File: src/rtl/ps2_kbd_rx.sv
// PS/2 keyboard receiver: synchronises the pins, deframes 11-bit frames,
// folds E0/F0 prefixes into flags and queues codes in a valid/ready FIFO.
module ps2_kbd_rx #(
  parameter int unsigned SYNC_STAGES    = 2,
  parameter int unsigned FIFO_DEPTH     = 8,
  parameter int unsigned TIMEOUT_CYCLES = 50000,
  parameter bit          DECODE_PREFIX  = 1'b1
) (
  input  logic                        Clk,
  input  logic                        Rst_n,
  input  logic                        KbdClk,
  input  logic                        KbdData,
  input  logic                        RdReady,
  output logic                        RdValid,
  output logic [7:0]                  RdCode,
  output logic                        RdExt,
  output logic                        RdBreak,
  output logic [$clog2(FIFO_DEPTH):0] Count,
  output logic                        Busy,
  output logic                        ParityErr,
  output logic                        FrameErr,
  output logic                        Overflow,
  input  logic                        ClrErr
);

  localparam int unsigned PTR_W = $clog2(FIFO_DEPTH);
  localparam int unsigned CNT_W = PTR_W + 1;
  localparam int unsigned TO_W  = (TIMEOUT_CYCLES > 1) ? $clog2(TIMEOUT_CYCLES) : 1;
  localparam int unsigned ENT_W = 10;

  typedef enum logic [1:0] {IDLE, DATA, PARITY, STOP} state_t;

  logic [SYNC_STAGES-1:0] clkSync;
  logic [SYNC_STAGES-1:0] dataSync;
  logic                   clkPrev;
  logic                   syncClk;
  logic                   syncData;
  logic                   fallEdge;

  state_t                 state;
  logic [7:0]             shiftReg;
  logic [2:0]             bitCnt;
  logic                   parBit;
  logic [TO_W-1:0]        toCnt;
  logic                   extPend;
  logic                   brkPend;
  logic                   pushValid;
  logic [ENT_W-1:0]       pushEntry;

  logic [ENT_W-1:0]       mem [FIFO_DEPTH];
  logic [PTR_W-1:0]       rdPtr;
  logic [PTR_W-1:0]       wrPtr;
  logic [PTR_W-1:0]       rdPtrInc;
  logic                   pop;
  logic                   full;
  logic                   doPush;
  logic                   drop;
  logic [CNT_W-1:0]       countNext;
  logic [ENT_W-1:0]       headNext;

  assign syncClk  = clkSync[SYNC_STAGES-1];
  assign syncData = dataSync[SYNC_STAGES-1];
  assign fallEdge = clkPrev & ~syncClk;

  // Input synchronisers, preset to the idle-high bus level
  always_ff @(posedge Clk) begin
    if (!Rst_n) begin
      clkSync  <= '1;
      dataSync <= '1;
      clkPrev  <= 1'b1;
    end else begin
      clkSync  <= {clkSync[SYNC_STAGES-2:0], KbdClk};
      dataSync <= {dataSync[SYNC_STAGES-2:0], KbdData};
      clkPrev  <= syncClk;
    end
  end

  // Frame FSM; the timeout only runs while a frame is open and no edge arrives
  always_ff @(posedge Clk) begin
    if (!Rst_n) begin
      state     <= IDLE;
      shiftReg  <= '0;
      bitCnt    <= '0;
      parBit    <= 1'b0;
      toCnt     <= '0;
      extPend   <= 1'b0;
      brkPend   <= 1'b0;
      pushValid <= 1'b0;
      pushEntry <= '0;
      Busy      <= 1'b0;
      ParityErr <= 1'b0;
      FrameErr  <= 1'b0;
    end else begin
      ParityErr <= 1'b0;
      FrameErr  <= 1'b0;
      pushValid <= 1'b0;
      if (fallEdge) begin
        toCnt <= '0;
        case (state)
          IDLE: begin
            if (!syncData) begin
              state  <= DATA;
              bitCnt <= '0;
              Busy   <= 1'b1;
            end
          end
          DATA: begin
            shiftReg <= {syncData, shiftReg[7:1]};
            bitCnt   <= bitCnt + 3'd1;
            if (bitCnt == 3'd7) state <= PARITY;
          end
          PARITY: begin
            parBit <= syncData;
            state  <= STOP;
          end
          STOP: begin
            state <= IDLE;
            Busy  <= 1'b0;
            if (!syncData) begin
              FrameErr <= 1'b1;
              extPend  <= 1'b0;
              brkPend  <= 1'b0;
            end else if (!(^{shiftReg, parBit})) begin
              ParityErr <= 1'b1;
              extPend   <= 1'b0;
              brkPend   <= 1'b0;
            end else if (DECODE_PREFIX && shiftReg == 8'hE0) begin
              extPend <= 1'b1;
            end else if (DECODE_PREFIX && shiftReg == 8'hF0) begin
              brkPend <= 1'b1;
            end else begin
              pushValid <= 1'b1;
              pushEntry <= DECODE_PREFIX ? {extPend, brkPend, shiftReg} : {2'b00, shiftReg};
              extPend   <= 1'b0;
              brkPend   <= 1'b0;
            end
          end
          default: begin
            state <= IDLE;
            Busy  <= 1'b0;
          end
        endcase
      end else if (state == IDLE) begin
        toCnt <= '0;
      end else if (toCnt == TO_W'(TIMEOUT_CYCLES - 1)) begin
        state    <= IDLE;
        Busy     <= 1'b0;
        FrameErr <= 1'b1;
        extPend  <= 1'b0;
        brkPend  <= 1'b0;
        toCnt    <= '0;
      end else begin
        toCnt <= toCnt + TO_W'(1);
      end
    end
  end

  assign pop      = RdValid && RdReady;
  assign full     = (Count == CNT_W'(FIFO_DEPTH));
  assign doPush   = pushValid && (!full || pop);
  assign drop     = pushValid && full && !pop;
  assign rdPtrInc = rdPtr + PTR_W'(1);

  // Next occupancy and next head; a push into an emptying FIFO bypasses memory
  always_comb begin
    countNext = Count;
    headNext  = {RdExt, RdBreak, RdCode};
    case ({doPush, pop})
      2'b10:   countNext = Count + CNT_W'(1);
      2'b01:   countNext = Count - CNT_W'(1);
      default: countNext = Count;
    endcase
    if (pop) begin
      headNext = (Count == CNT_W'(1)) ? pushEntry : mem[rdPtrInc];
    end else if (Count == '0 && doPush) begin
      headNext = pushEntry;
    end
  end

  always_ff @(posedge Clk) begin
    if (doPush) mem[wrPtr] <= pushEntry;
  end

  always_ff @(posedge Clk) begin
    if (!Rst_n) begin
      rdPtr    <= '0;
      wrPtr    <= '0;
      Count    <= '0;
      RdValid  <= 1'b0;
      RdCode   <= '0;
      RdExt    <= 1'b0;
      RdBreak  <= 1'b0;
      Overflow <= 1'b0;
    end else begin
      if (doPush) wrPtr <= wrPtr + PTR_W'(1);
      if (pop) rdPtr <= rdPtrInc;
      Count   <= countNext;
      RdValid <= (countNext != '0);
      {RdExt, RdBreak, RdCode} <= headNext;
      if (drop) Overflow <= 1'b1;
      else if (ClrErr) Overflow <= 1'b0;
    end
  end

endmodule

File: config.mk
export PLATFORM = sky130hd
export DESIGN_NAME = ps2_kbd_rx
export DESIGN_NICKNAME = d
export VERILOG_FILES = /design/src/rtl/ps2_kbd_rx.sv
export SDC_FILE = /design/constraint.sdc
export NUM_CORES = 1
export LEC_CHECK = 0
export CORE_MARGIN = 8
export CORE_UTILIZATION = 55
export DETAILED_ROUTE_END_ITERATION = 8
export MAX_ROUTING_LAYER = met4
export PLACE_DENSITY = 0.87
export SLEW_MARGIN = 20
export SYNTH_ARGS = -nofsm -noshare
export SYNTH_HDL_FRONTEND = slang
export SYNTH_SLANG_ARGS = --single-unit
File: constraint.sdc
create_clock -name Clk -period 3.1 [get_ports Clk]
set_clock_uncertainty 0.1 [all_clocks]
set_input_delay 0.93 -clock Clk [delete_from_list [all_inputs] [get_ports Clk]]
set_output_delay 0.93 -clock Clk [all_outputs]
set_load 0.05 [all_outputs]
Word-level counts from Yosys, hierarchy flattened
Memory sizes are Yosys's and may differ from the RTL's. Index checks and enable logic that the tools add are counted.

Eq/ne operators: 18. Reductions and logical operators: 27. Muxes and demuxes: 40. Add/sub/neg operators: 6. Bitwise gates (word level): 9.

Operators with widths (count): 10-bit two-way mux (3); 1-bit two-way mux (27); 4-bit AND reduction (5); 16-bit by 1-bit adder with 16-bit output, second input constant (1); 16-bit equality test, second input constant (1); 8-bit equality test, second input constant (2); 2-bit two-way mux (5); 3-bit by 1-bit adder with 3-bit output, second input constant (3); 9-bit XOR reduction (1); 1-bit NOT (8); 2-bit case mux with 4 select lines (1); 4-bit case mux with 2 select lines (1); 2-bit nonzero test (4); 2-bit equality test, second input constant (3); 3-bit case mux with 2 select lines (1); 6-bit AND reduction (1); 6-bit OR reduction (1); 1-bit logical AND (5); 5-bit != test, second input constant (1); 4-bit by 1-bit adder with 4-bit output, second input constant (1); 2-bit by 1-bit equality test with 1-bit output, second input constant (2); 4-bit by 1-bit equality test with 1-bit output, second input constant (1); 4-bit equality test, second input constant (1); 4-bit zero test (1); other kinds (17) (20).

Output and inout port bits: 19. Register bits after elaboration: 73. Memories kept: 1. Memory bits (writable): 80. Word-level logic and storage cells: 124. Input bits: 6.

Memory list: mem (depth 8, bits a word 10, rd ports 1, clocked after Yosys merged registers in 0, write ports 1, line 50) `logic [ENT_W-1:0] mem [FIFO_DEPTH];`.

Depth between registers and ports, before layout
Word-level depth: 7. Mapped depth: 12. Mapped depth without buffers: 11.

Worst setup path after synthesis
No wires, ideal clock.

Path type: in2reg. From: in RdReady. To: mem mem[0][0] (enable). Stages: 6. Library setup time: 0.404 ns. Path slack: -0.070 ns. Data required time: 2.596 ns. Path buffers: 1. Data arrival time: 2.667 ns. Cells stage by stage: and2_1 -> clkbuf_1 -> clkinv_1 -> nand3_1 -> nand2_1 -> nor4_1.

Cells in the longest elaborated chain, start to end: 5.

RTL lines: start: declaration (line 13) `input logic RdReady,`; 1-bit logical AND (line 158) `assign pop = RdValid && RdReady;`; 1-bit logical OR (line 160) `assign doPush = pushValid && (!full || pop);`; 1-bit logical AND (line 160); 1-bit two-way mux (line 181) `if (doPush) mem[wrPtr] <= pushEntry;`; 1-bit two-way mux (implied by the code) (line 181); end: declaration (line 50).

No other way between the ends.

Worst setup path after layout
From: reg Count[0]. To: out Count[0].

RTL lines: start: declaration (line 18) `output logic [$clog2(FIFO_DEPTH):0] Count,`; start signal: assignment (line 197) `Count <= countNext;`.

No word-level cell between the ends.

==> summary.txt <==
Min path
  – Worst Hold Class: reg -> reg

Global route
  – Number of global-route vias before repair: ~4400
  – Largest net degree at the start of global routing: 43
  – Global-route wire length before repair: between 20 and 25 mm
  – Total track usage: 17.9%
  – Aggregate global routing overflow: 0
  – Initial antenna violation count: 0

Finish
  – Layout Nets: 585
  – Non-Filler Instances: slightly above 700
  – N_diodes: 0
  – Share of cells above drive strength 1: between 10 and 15%
  – Area Growth Syn to Fin: 17.1%

Clocking
  – Sink Count: approximately 150
  – Post-CTS sizing: 0
  – CTS buffer count: 17
  – CTS Hold Bufs: 0
  – Reg clk slew, reported paths: ~60 ps
  – Htree depth: 4
  – Max clock buf depth: 2
  – Worst-Skew Late Latency: about 420 ps
  – Clock root cell: clkbuf_16
  – TritonCTS clock tree: yes
  – Post-CTS Setup Inserts: 0

STA
  – Tmin final: around 2900 ps
  – Worst-Margin Slew: a little over 900 ps
  – RSZ-0062 raised after global routing: no
  – Final Hold Viols: 0
  – Max-slew violations: 0
  – Total Neg Setup Slack: 0 ps
  – Headroom to the max-slew limit: between 30% and 40%
  – Period utilization: 92.7%
  – Setup Viol. Count Final: 0
  – Max frequency: about 350 MHz

Yosys
  – Synth Register Bits: 153
  – Synth Flop Type: edfxtp_1
  – Syn_nets: about 550
  – Cell count after synthesis: about 530
  – Top cells by area, synth: edfxtp_1, dfxtp_1, mux4_2
  – Leading area contributor after synthesis: edfxtp_1
  – Post-synth top area share: 37.1%
  – Mapped Area: ~0.0065 mm2
  – Average cell area after synthesis: 12.3 um2
  – Seq/Total Area, Yosys: 59.6%
  – Yosys warnings: 0
  – Count of different cell masters after synthesis: between 50 and 60
  – Post-synth EDFFs: 80
  – Share of flip-flops with an asynchronous set or reset: 0%

Die
  – Core footprint: roughly 0.011 mm2
  – Die area: between 0.015 and 0.02 mm2
  – Width of the die: 125 um
  – Starting density of the core: a little under three fifths
  – Ports: 25
  – Row count: 39
  – Die H: approximately 120 um

Power
  – Static leakage: between 2 and 2.5 nW
  – Peak VDD IR: between 0.0006 and 0.0007 V
  – Power per cell area: about 570 mW/mm2

Setup path
  – CP Cell Sequence: clkdlybuf4s50_1
  – Startpoint class of the critical path: register
  – WS Path Type: reg -> out
  – Critical Path Sink Type: output port
  – Worst path slowest cell: clkdlybuf4s50_1
  – WP buf/inv: 1
  – Worst-path fanout max: 12
  – Delay-heaviest family, CP: buffers and inverters
  – Req. time, crit path: just over 2000 ps
  – CP arrival: ~1800 ps
  – CP peak stage delay: between 800 and 900 ps

Drt
  – Drt first pass iters: 5
  – Initial drt markers: roughly 360
  – DR WL/cell: 18.2 um
  – Vias per inst: 5.94
  – ANT nets after route: 0
  – Routed vias: ~4300
  – Residual DRC: 0
  – Post-Route WL: between 10 and 15 mm

Place
  – I/O Buffers: 24
  – DP HPWL: 8.61 mm
  – Inst Count DP: approximately 690
  – RD Place Congestion: slightly above 0.8

Outcome
  – Outcome: finished, final reports clean

Flow run
  – Max Cap Viol: 0
per-layer routing:
| metal | share of wire (%) | track usage, % | vias to the layer above |
|---|---|---|---|
| met3 | 4.6 | 4.72 | 20 |
| li1 | - | - | 2004 |
| met2 | 54 | 31.4 | 125 |
| met5 | 0 | - | - |
| met4 | 1.3 | 6.80 | 0 |
| met1 | 41 | 18.9 | 2129 |
placed cells by master (no fill, tap or decap), drive strengths merged, types with 4 or more instances in the layout:
cell / synthesis / routed
buf: 3 / 17
and2: 5 / 5
o21ai: 9 / 9
nor3: 12 / 12
a21oi: 39 / 39
edfxtp: 80 / 80
and3: 6 / 6
ha: 15 / 15
nand2: 67 / 67
inv: 11 / 12
xor2: 11 / 11
mux4: 20 / 20
nor2: 34 / 34
mux2i: 22 / 22
nand3: 18 / 18
clkbuf: 21 / 22
o211ai: 10 / 10
nand4: 4 / 4
dfxtp: 73 / 73
clkinv: 2 / 6
clkdlybuf4s50: 0 / 24
nand2b: 14 / 14
o21a: 4 / 4
xnor2: 11 / 11
final cells by class:
type | count | area [um2]
Fill cell | 792 | 3870
Sequential cell | 153 | 3860
Multi-Input combinational cell | 338 | 2490
Clock buffer | 22 | 507
Timing Repair Buffer | 41 | 368
Tap cell | 143 | 179
Clock inverter | 10 | 136
Inverter | 13 | 48.8
power breakdown:
part	internal, W	total (W)	switching, W
combinational	0.0000128	0.0000364	0.0000236
clock	0.00140	0.00220	0.000795
sequential	0.00211	0.00212	0.00000229
sequential cells by signal (all words and copies together) (netlist names), 2 cells and up:
name       count
state          2
rdPtr          3
dataSync       2
RdCode         8
shiftReg       8
wrPtr          3
bitCnt         3
clkSync        2
toCnt         16
pushEntry     10
Count          4
mem           80
per-stage QoR:
step / area, um2 / worst slack (ps) / power (W) / util (%) / hold WS [ps]
detailed placement: 6950 / 45.8 / 0.00219 / 60.6 / 297
CTS: 7590 / 227 / 0.00437 / 66.2 / 311
global route: 7590 / 173 / 0.00445 / 66.2 / 329
floorplan: 6490 / 164 / 0.00218 / - / 286
finish: 7590 / 227 / 0.00435 / 66.2 / 307
global placement: 6950 / 171 / 0.00219 / 60.6 / 291
final timing paths:
path                             startpoint     endpoint  slack [ps]  depth (start not counted)
worst max-delay path               Count[0]     Count[0]         230                          1
worst min-delay path            dataSync[0]  dataSync[1]         310                          1
worst max register to register     Count[0]      RdValid         530                         10
worst min register to register  dataSync[0]  dataSync[1]         310                          1
synth_stat cells (all sizes together), types with 2 or more instances:
cell / number
a2111oi: 2
a21o: 2
a21oi: 39
and2: 5
and3: 6
and4: 3
buf: 3
clkbuf: 21
clkinv: 2
dfxtp: 73
edfxtp: 80
ha: 15
inv: 11
mux2i: 22
mux4: 20
nand2: 67
nand2b: 14
nand3: 18
nand4: 4
nor2: 34
nor2b: 2
nor3: 12
nor4: 3
nor4b: 2
nor4bb: 2
o211ai: 10
o21a: 4
o21ai: 9
o31a: 2
o31ai: 2
or3: 2
xnor2: 11
xnor3: 2
xor2: 11
logic make-up (layout without fill, tap and decap cells):
kind of cell    Yosys count  after routing  share of synthesized area (%)
compound gates           78             78                           7.41
xor+xnor                 24             24                           3.92
fa+ha+maj                15             15                           2.89
buf+inv                  37             86                           2.18
flops                   153            153                           59.6
mux                      43             43                           10.6
simple gates            178            178                           13.4
Note: power is estimated with default switching activity, not from simulation.
